File: src/rtl/uart_rx_v2.sv
// Oversampling UART receiver with majority-vote bit sampling, parity/frame/overrun
// flags and a ready/valid output hold. Define UART_RX_BREAK_DET_EN for break detection.
module uart_rx_v2 #(
    parameter int OVERSAMPLE    = 16,
    parameter int MAX_DATA_BITS = 9,
    parameter int DIV_W         = 16
) (
    input  logic                     clk,
    input  logic                     rst,
    input  logic                     rx_en,
    input  logic [2:0]               data_bits,
    input  logic [1:0]               parity,
    input  logic                     stop_bit,
    input  logic [DIV_W-1:0]         rx_divisor,
    input  logic                     rx,
    input  logic                     rx_ready,
    input  logic                     ovr_clr,
    output logic [MAX_DATA_BITS-1:0] rx_data,
    output logic                     rx_valid,
    output logic                     err_frame,
    output logic                     err_parity,
    output logic                     err_overrun,
    output logic                     rx_break,
    output logic                     rx_idle
);

    localparam int TW = $clog2(OVERSAMPLE);
    localparam logic [TW-1:0] T_S0  = TW'(OVERSAMPLE/2 - 1);
    localparam logic [TW-1:0] T_S1  = TW'(OVERSAMPLE/2);
    localparam logic [TW-1:0] T_S2  = TW'(OVERSAMPLE/2 + 1);
    localparam logic [TW-1:0] T_END = TW'(OVERSAMPLE - 1);
    localparam logic [3:0]    MAXB  = 4'(MAX_DATA_BITS);

`ifdef UART_RX_BREAK_DET_EN
    typedef enum logic [2:0] {S_IDLE, S_START, S_DATA, S_PARITY, S_STOP, S_BREAK} state_t;
`else
    typedef enum logic [2:0] {S_IDLE, S_START, S_DATA, S_PARITY, S_STOP} state_t;
`endif

    state_t                   state_q, state_d;
    logic                     rx_s1_q, rx_s2_q, rx_prev_q;
    logic [DIV_W-1:0]         presc_q, presc_d;
    logic [TW-1:0]            tick_q, tick_d;
    logic [1:0]               samp_q, samp_d;
    logic [3:0]               bit_idx_q, bit_idx_d;
    logic [3:0]               nbits_q, nbits_d;
    logic                     par_en_q, par_en_d;
    logic                     par_odd_q, par_odd_d;
    logic                     two_stop_q, two_stop_d;
    logic                     stop_idx_q, stop_idx_d;
    logic [MAX_DATA_BITS-1:0] shreg_q, shreg_d;
    logic                     par_acc_q, par_acc_d;
    logic                     perr_q, perr_d;
    logic                     ferr_q, ferr_d;
    logic                     zero_q, zero_d;
    logic [MAX_DATA_BITS-1:0] rx_data_q, rx_data_d;
    logic                     rx_valid_q, rx_valid_d;
    logic                     err_frame_q, err_frame_d;
    logic                     err_parity_q, err_parity_d;
    logic                     err_ovr_q, err_ovr_d;

    logic             rx_sync, fall, tick, maj, is_s2, end_bit;
    logic             done, brk, word_done, load;
    logic [DIV_W-1:0] div_eff;

    function automatic logic [3:0] dec_bits(input logic [2:0] code);
        logic [3:0] n;
        case (code)
            3'd0:    n = 4'd5;
            3'd1:    n = 4'd6;
            3'd2:    n = 4'd7;
            3'd4:    n = 4'd9;
            default: n = 4'd8;
        endcase
        if (n > MAXB) n = MAXB;
        return n;
    endfunction

    assign rx_sync = rx_s2_q;
    assign fall    = rx_prev_q & ~rx_s2_q;
    assign div_eff = (rx_divisor == '0) ? DIV_W'(1) : rx_divisor;
    // >= rather than == so a divisor lowered mid-count cannot stall the prescaler
    assign tick    = (presc_q >= div_eff - DIV_W'(1));
    assign maj     = (samp_q[1] & samp_q[0]) | (samp_q[1] & rx_sync) | (samp_q[0] & rx_sync);
    assign is_s2   = tick && (tick_q == T_S2);
    assign end_bit = tick && (tick_q == T_END);

    always_comb begin
        state_d      = state_q;
        presc_d      = tick ? '0 : presc_q + DIV_W'(1);
        tick_d       = tick_q;
        samp_d       = samp_q;
        bit_idx_d    = bit_idx_q;
        nbits_d      = nbits_q;
        par_en_d     = par_en_q;
        par_odd_d    = par_odd_q;
        two_stop_d   = two_stop_q;
        stop_idx_d   = stop_idx_q;
        shreg_d      = shreg_q;
        par_acc_d    = par_acc_q;
        perr_d       = perr_q;
        ferr_d       = ferr_q;
        zero_d       = zero_q;
        done         = 1'b0;
        brk          = 1'b0;

        if (state_q != S_IDLE && tick) tick_d = tick_q + 1'b1;
        if (tick && (tick_q == T_S0 || tick_q == T_S1)) samp_d = {samp_q[0], rx_sync};

        if (state_q != S_IDLE && !rx_en) begin
            state_d = S_IDLE;
        end else begin
            case (state_q)
                S_IDLE: begin
                    if (rx_en && fall) begin
                        state_d    = S_START;
                        presc_d    = '0;
                        tick_d     = '0;
                        nbits_d    = dec_bits(data_bits);
                        par_en_d   = (parity == 2'b01) || (parity == 2'b10);
                        par_odd_d  = (parity == 2'b01);
                        two_stop_d = stop_bit;
                        bit_idx_d  = '0;
                        stop_idx_d = 1'b0;
                        shreg_d    = '0;
                        par_acc_d  = 1'b0;
                        perr_d     = 1'b0;
                        ferr_d     = 1'b0;
                        zero_d     = 1'b1;
                    end
                end
                S_START: begin
                    if (is_s2 && maj)  state_d = S_IDLE;
                    else if (end_bit)  state_d = S_DATA;
                end
                S_DATA: begin
                    if (is_s2) begin
                        shreg_d   = shreg_q | ({{(MAX_DATA_BITS-1){1'b0}}, maj} << bit_idx_q);
                        par_acc_d = par_acc_q ^ maj;
                        if (maj) zero_d = 1'b0;
                    end
                    if (end_bit) begin
                        if (bit_idx_q == nbits_q - 4'd1) state_d = par_en_q ? S_PARITY : S_STOP;
                        else                             bit_idx_d = bit_idx_q + 4'd1;
                    end
                end
                S_PARITY: begin
                    if (is_s2) begin
                        perr_d = par_acc_q ^ maj ^ par_odd_q;
                        if (maj) zero_d = 1'b0;
                    end
                    if (end_bit) state_d = S_STOP;
                end
                S_STOP: begin
                    if (is_s2) begin
                        ferr_d = ferr_q | ~maj;
                        if (maj) zero_d = 1'b0;
                        if (stop_idx_q == two_stop_q) begin
                            done    = 1'b1;
                            state_d = S_IDLE;
`ifdef UART_RX_BREAK_DET_EN
                            if (zero_q && !maj) begin
                                brk     = 1'b1;
                                state_d = S_BREAK;
                            end
`endif
                        end
                    end else if (end_bit) begin
                        stop_idx_d = 1'b1;
                    end
                end
`ifdef UART_RX_BREAK_DET_EN
                S_BREAK: begin
                    if (rx_sync) state_d = S_IDLE;
                end
`endif
                default: state_d = S_IDLE;
            endcase
        end
    end

    // Output hold: a completed word only loads when the slot is free or being drained
    assign word_done = done & ~brk;
    assign load      = word_done & (~rx_valid_q | rx_ready);

    always_comb begin
        rx_data_d    = rx_data_q;
        rx_valid_d   = rx_valid_q;
        err_frame_d  = err_frame_q;
        err_parity_d = err_parity_q;
        err_ovr_d    = err_ovr_q;
        if (load) begin
            rx_data_d    = shreg_q;
            err_frame_d  = ferr_q | ~maj;
            err_parity_d = perr_q;
            rx_valid_d   = 1'b1;
        end else if (rx_valid_q && rx_ready) begin
            rx_valid_d   = 1'b0;
        end
        if (word_done && rx_valid_q && !rx_ready) err_ovr_d = 1'b1;
        else if (ovr_clr)                         err_ovr_d = 1'b0;
    end

    always_ff @(posedge clk) begin
        if (rst) begin
            state_q      <= S_IDLE;
            rx_s1_q      <= 1'b1;
            rx_s2_q      <= 1'b1;
            rx_prev_q    <= 1'b1;
            presc_q      <= '0;
            tick_q       <= '0;
            samp_q       <= '0;
            bit_idx_q    <= '0;
            nbits_q      <= '0;
            par_en_q     <= 1'b0;
            par_odd_q    <= 1'b0;
            two_stop_q   <= 1'b0;
            stop_idx_q   <= 1'b0;
            shreg_q      <= '0;
            par_acc_q    <= 1'b0;
            perr_q       <= 1'b0;
            ferr_q       <= 1'b0;
            zero_q       <= 1'b0;
            rx_data_q    <= '0;
            rx_valid_q   <= 1'b0;
            err_frame_q  <= 1'b0;
            err_parity_q <= 1'b0;
            err_ovr_q    <= 1'b0;
        end else begin
            state_q      <= state_d;
            rx_s1_q      <= rx;
            rx_s2_q      <= rx_s1_q;
            rx_prev_q    <= rx_s2_q;
            presc_q      <= presc_d;
            tick_q       <= tick_d;
            samp_q       <= samp_d;
            bit_idx_q    <= bit_idx_d;
            nbits_q      <= nbits_d;
            par_en_q     <= par_en_d;
            par_odd_q    <= par_odd_d;
            two_stop_q   <= two_stop_d;
            stop_idx_q   <= stop_idx_d;
            shreg_q      <= shreg_d;
            par_acc_q    <= par_acc_d;
            perr_q       <= perr_d;
            ferr_q       <= ferr_d;
            zero_q       <= zero_d;
            rx_data_q    <= rx_data_d;
            rx_valid_q   <= rx_valid_d;
            err_frame_q  <= err_frame_d;
            err_parity_q <= err_parity_d;
            err_ovr_q    <= err_ovr_d;
        end
    end

`ifdef UART_RX_BREAK_DET_EN
    logic rx_break_q;
    always_ff @(posedge clk) begin
        if (rst) rx_break_q <= 1'b0;
        else     rx_break_q <= brk;
    end
    assign rx_break = rx_break_q;
`else
    assign rx_break = 1'b0;
`endif

    assign rx_data     = rx_data_q;
    assign rx_valid    = rx_valid_q;
    assign err_frame   = err_frame_q;
    assign err_parity  = err_parity_q;
    assign err_overrun = err_ovr_q;
    assign rx_idle     = (state_q == S_IDLE);

endmodule

File: config.mk
export PLATFORM = sky130hd
export DESIGN_NAME = uart_rx_v2
export DESIGN_NICKNAME = d
export VERILOG_FILES = /design/src/rtl/uart_rx_v2.sv
export SDC_FILE = /design/constraint.sdc
export NUM_CORES = 1
export LEC_CHECK = 0
export ABC_CLOCK_PERIOD_IN_PS = 6500
export CORE_UTILIZATION = 40
export CTS_CLUSTER_SIZE = 10
export DETAILED_ROUTE_END_ITERATION = 12
export GPL_ROUTABILITY_DRIVEN = 1
export HOLD_SLACK_MARGIN = 0.02
export SLEW_MARGIN = 5
export SYNTH_ARGS = -nofsm -noshare
export SYNTH_HDL_FRONTEND = slang
export SYNTH_SLANG_ARGS = --single-unit
File: constraint.sdc
create_clock -name clk -period 6.5 [get_ports clk]
set_clock_uncertainty 0.15 [all_clocks]
set_input_delay 0.975 -clock clk [delete_from_list [all_inputs] [get_ports clk]]
set_output_delay 0.975 -clock clk [all_outputs]
set_load 0.05 [all_outputs]
==> out/results.txt <==
min-delay worst type: reg -> reg
Critical Path Max Stage Delay: 0.55 ns
Final Hold Fails: 0
WP buf/inv: 1
unrepaired setup endpoints after global routing: false
largest net degree at the start of global routing: 36
post-CTS sizing: 0
Routed met1 length: 3770 um
P&R area growth vs syn: 19.6%
critical path launch point type: input port
DR pass1 iterations: 4
largest vdd supply drop: 115 uV
R2R Path End: shreg_q[6]$_SDFFE_PP0P_
Post-synth EDFFs: 0
most frequent cells in the layout: dfxtp_1, nor2_1, clkdlybuf4s50_1
Rows: 34
TNS Setup: 0 ns
I/O Pins: 43
slowest CP cell: or4_4
Crit Path Max Fanout: 10
synthesized flop and latch total: 65
R2R setup slack: 3.56 ns
Synth warnings: 0
crit-path cells: clkdlybuf4s50_1 > or4_4 > or4_4 > or4_4 > nor3_2 > a31oi_1 > ha_1 > nand2_1 > nor2_1 > xnor2_1 > ha_1 > and4_1 > a21oi_1 > a31o_2 > o21ai_2 > nand2_1 > or4_1 > o31ai_1
layout cell share with drive strength beyond 1: 0.0694
vias in the first global route: 2858
sequential share of the synthesized area: 0.364
Netlist Area Pre-Place: 3570 sq um
Final nets: 508
DRT iter0 DRCs: 110
pwr dens: 217 nW/um^2
Cell variety after synth: 57
worst skew pair latency: 0.34 ns
CTS Sinks: 65
fill cell count: 861
drt drc: 0
drt total wl: 7710 um
vias post-DR: 3022
Most used DFF post-synth: dfxtp_1
Worst-path clk slew: 0.08 ns
Leakage: 1.52 nW
WP data arrival: 5.96 ns
Post-CTS Setup Repair Bufs: 0
Initial Util: 0.411
R2R cell count: 6
Post-synth ARST share: 0
worst flop-to-flop path startpoint: state_q[1]$_SDFFE_PP0P_
setup violators final: 0
CTS H-Tree Depth: 3
CP Capture Type: flip-flop
status: finished, final reports clean
Worst-Margin Slew: 0.826 ns
PnR worst setup slack: 0.638 ns
met3 WL: 278 um
core area: 8680 sq um
Post-DRT Antenna Nets: 0
required time worst endpoint: 6.60 ns
met2 WL post-DR: 3580 um
fin cells: 569
post-place setup slack: 0.291 ns
family with the most delay on the worst path: simple AND/OR/NAND/NOR gates
Avg Vias per Cell: 5.31
path type of the worst setup path: in -> reg
commonest non-fill, non-tap cell in the layout: dfxtp_1
f_max: 171 MHz
post-DP HPWL: 5560 um
fin crit share: 0.902
hold_buf cts: 0
port bufs: 41
Die X-Extent: 96.5 um
Wirelength per Cell: 13.5 um
relative slew slack: 0.435
DR top layer: met4
crit path launch: rx_divisor[6]
most used cell, CP: or4_4
Global Route Usage Sum: 0.181
global route total overflow: 0
max-slew violations: 0
total power: 0.000926 W
CTS tree: done
ANT cells: 0
WP depth: 18
first-pass GRT wire length: 13100 um
Syn Area/Cell: 8.52 sq um
Clock Tree Buf Depth: 2
initial antenna violation count: 0
Mapped Cells: 419
die area: 9310 sq um
Max-cap violations: 0
minimum clock period: 5.86 ns
Placed Cells: 553
syn_nets: 471
Num CTS Buffers: 9
Critical Path Sink: shreg_q[6]$_SDFFE_PP0P_
Final Wtd Congestion: 0.824
final hold slack: 0.267 ns
DIE HEIGHT: 96.5 um
Root Driver: clkbuf_8
cell type report:
| cell class | count | area (sq um) | area share |
|---|---|---|---|
| Multi-Input combinational cell | 321 | 2140 | 0.500 |
| Sequential cell | 65 | 1300 | 0.305 |
| Timing Repair Buffer | 45 | 440 | 0.103 |
| Clock buffer | 10 | 138 | 0.0322 |
| Tap cell | 108 | 135 | 0.0317 |
| Clock inverter | 6 | 66.3 | 0.0155 |
| Inverter | 14 | 52.6 | 0.0123 |
cell families after synthesis:
| kind of cell | share of synthesized area |
|---|---|
| compound gates | 0.135 |
| xor+xnor | 0.0932 |
| fa+ha+maj | 0.0869 |
| buf+inv | 0.0389 |
| flops | 0.364 |
| mux | 0.0392 |
| other cells | 0.00105 |
| simple gates | 0.242 |
how the worst min path moves through the flow:
stage	startpoint	end	slack (ns)	depth (start not counted)
2_1_floorplan	rx_s1_q$_SDFF_PP1_	rx_s2_q$_SDFF_PP1_	0.24	1
3_3_place_gp	rx_s1_q$_SDFF_PP1_	rx_s2_q$_SDFF_PP1_	0.24	1
3_5_place_dp	rx_s1_q$_SDFF_PP1_	rx_s2_q$_SDFF_PP1_	0.25	1
4_1_cts	rx_s1_q$_SDFF_PP1_	rx_s2_q$_SDFF_PP1_	0.27	1
5_1_grt	rx_s1_q$_SDFF_PP1_	rx_s2_q$_SDFF_PP1_	0.28	1
6_report	rx_s1_q$_SDFF_PP1_	rx_s2_q$_SDFF_PP1_	0.27	1
registers in the layout, summed over array words and instances (netlist names), 2 cells and up:
name	count
bit_idx_q	4
nbits_q	4
presc_q	16
rx_data	9
samp_q	2
shreg_q	9
state_q	3
tick_q	4
per-layer routing:
metal,track usage,vias up
li1,-,1556
met1,0.233,1408
met2,0.302,51
met3,0.0383,7
met4,0.0564,0
met5,0,-
Yosys cell counts (2+ instances only):
cell type | instances | area share
o21ai_0 | 12 | 0.017
and3_1 | 6 | 0.011
nand2_1 | 33 | 0.035
or3_1 | 7 | 0.012
a21oi_1 | 18 | 0.025
or2_2 | 3 | 0.0053
nand2b_1 | 5 | 0.0088
a31oi_1 | 3 | 0.0053
xor2_1 | 13 | 0.032
nand3b_1 | 2 | 0.0042
inv_1 | 14 | 0.015
ha_1 | 24 | 0.084
clkbuf_1 | 14 | 0.015
nor2b_1 | 6 | 0.011
o211ai_1 | 3 | 0.0063
a211oi_1 | 4 | 0.0084
dfxtp_1 | 65 | 0.36
nand3_1 | 19 | 0.027
nand4_1 | 5 | 0.0088
nor4_1 | 4 | 0.0070
xnor2_1 | 25 | 0.061
or4_1 | 3 | 0.0063
buf_2 | 3 | 0.0042
mux2i_1 | 14 | 0.039
a32o_1 | 5 | 0.014
and4_1 | 3 | 0.0074
o21a_1 | 6 | 0.013
or4_4 | 3 | 0.0095
nor2_1 | 56 | 0.059
nor3_1 | 9 | 0.013
o31ai_1 | 6 | 0.013
where the power goes:
part | total (W) | internal (W) | switching, W
clock | 0.000356 | 0.000188 | 0.000168
combinational | 0.000144 | 0.0000605 | 0.0000832
sequential | 0.000426 | 0.000410 | 0.0000160
metrics by stage:
stage | utilization | cell area, sq um
floorplan | - | 3570
global route | 0.492 | 4270
finish | 0.492 | 4270
global placement | 0.468 | 4070
detailed placement | 0.468 | 4070
CTS | 0.492 | 4270
(Power assumes the default switching activity.)
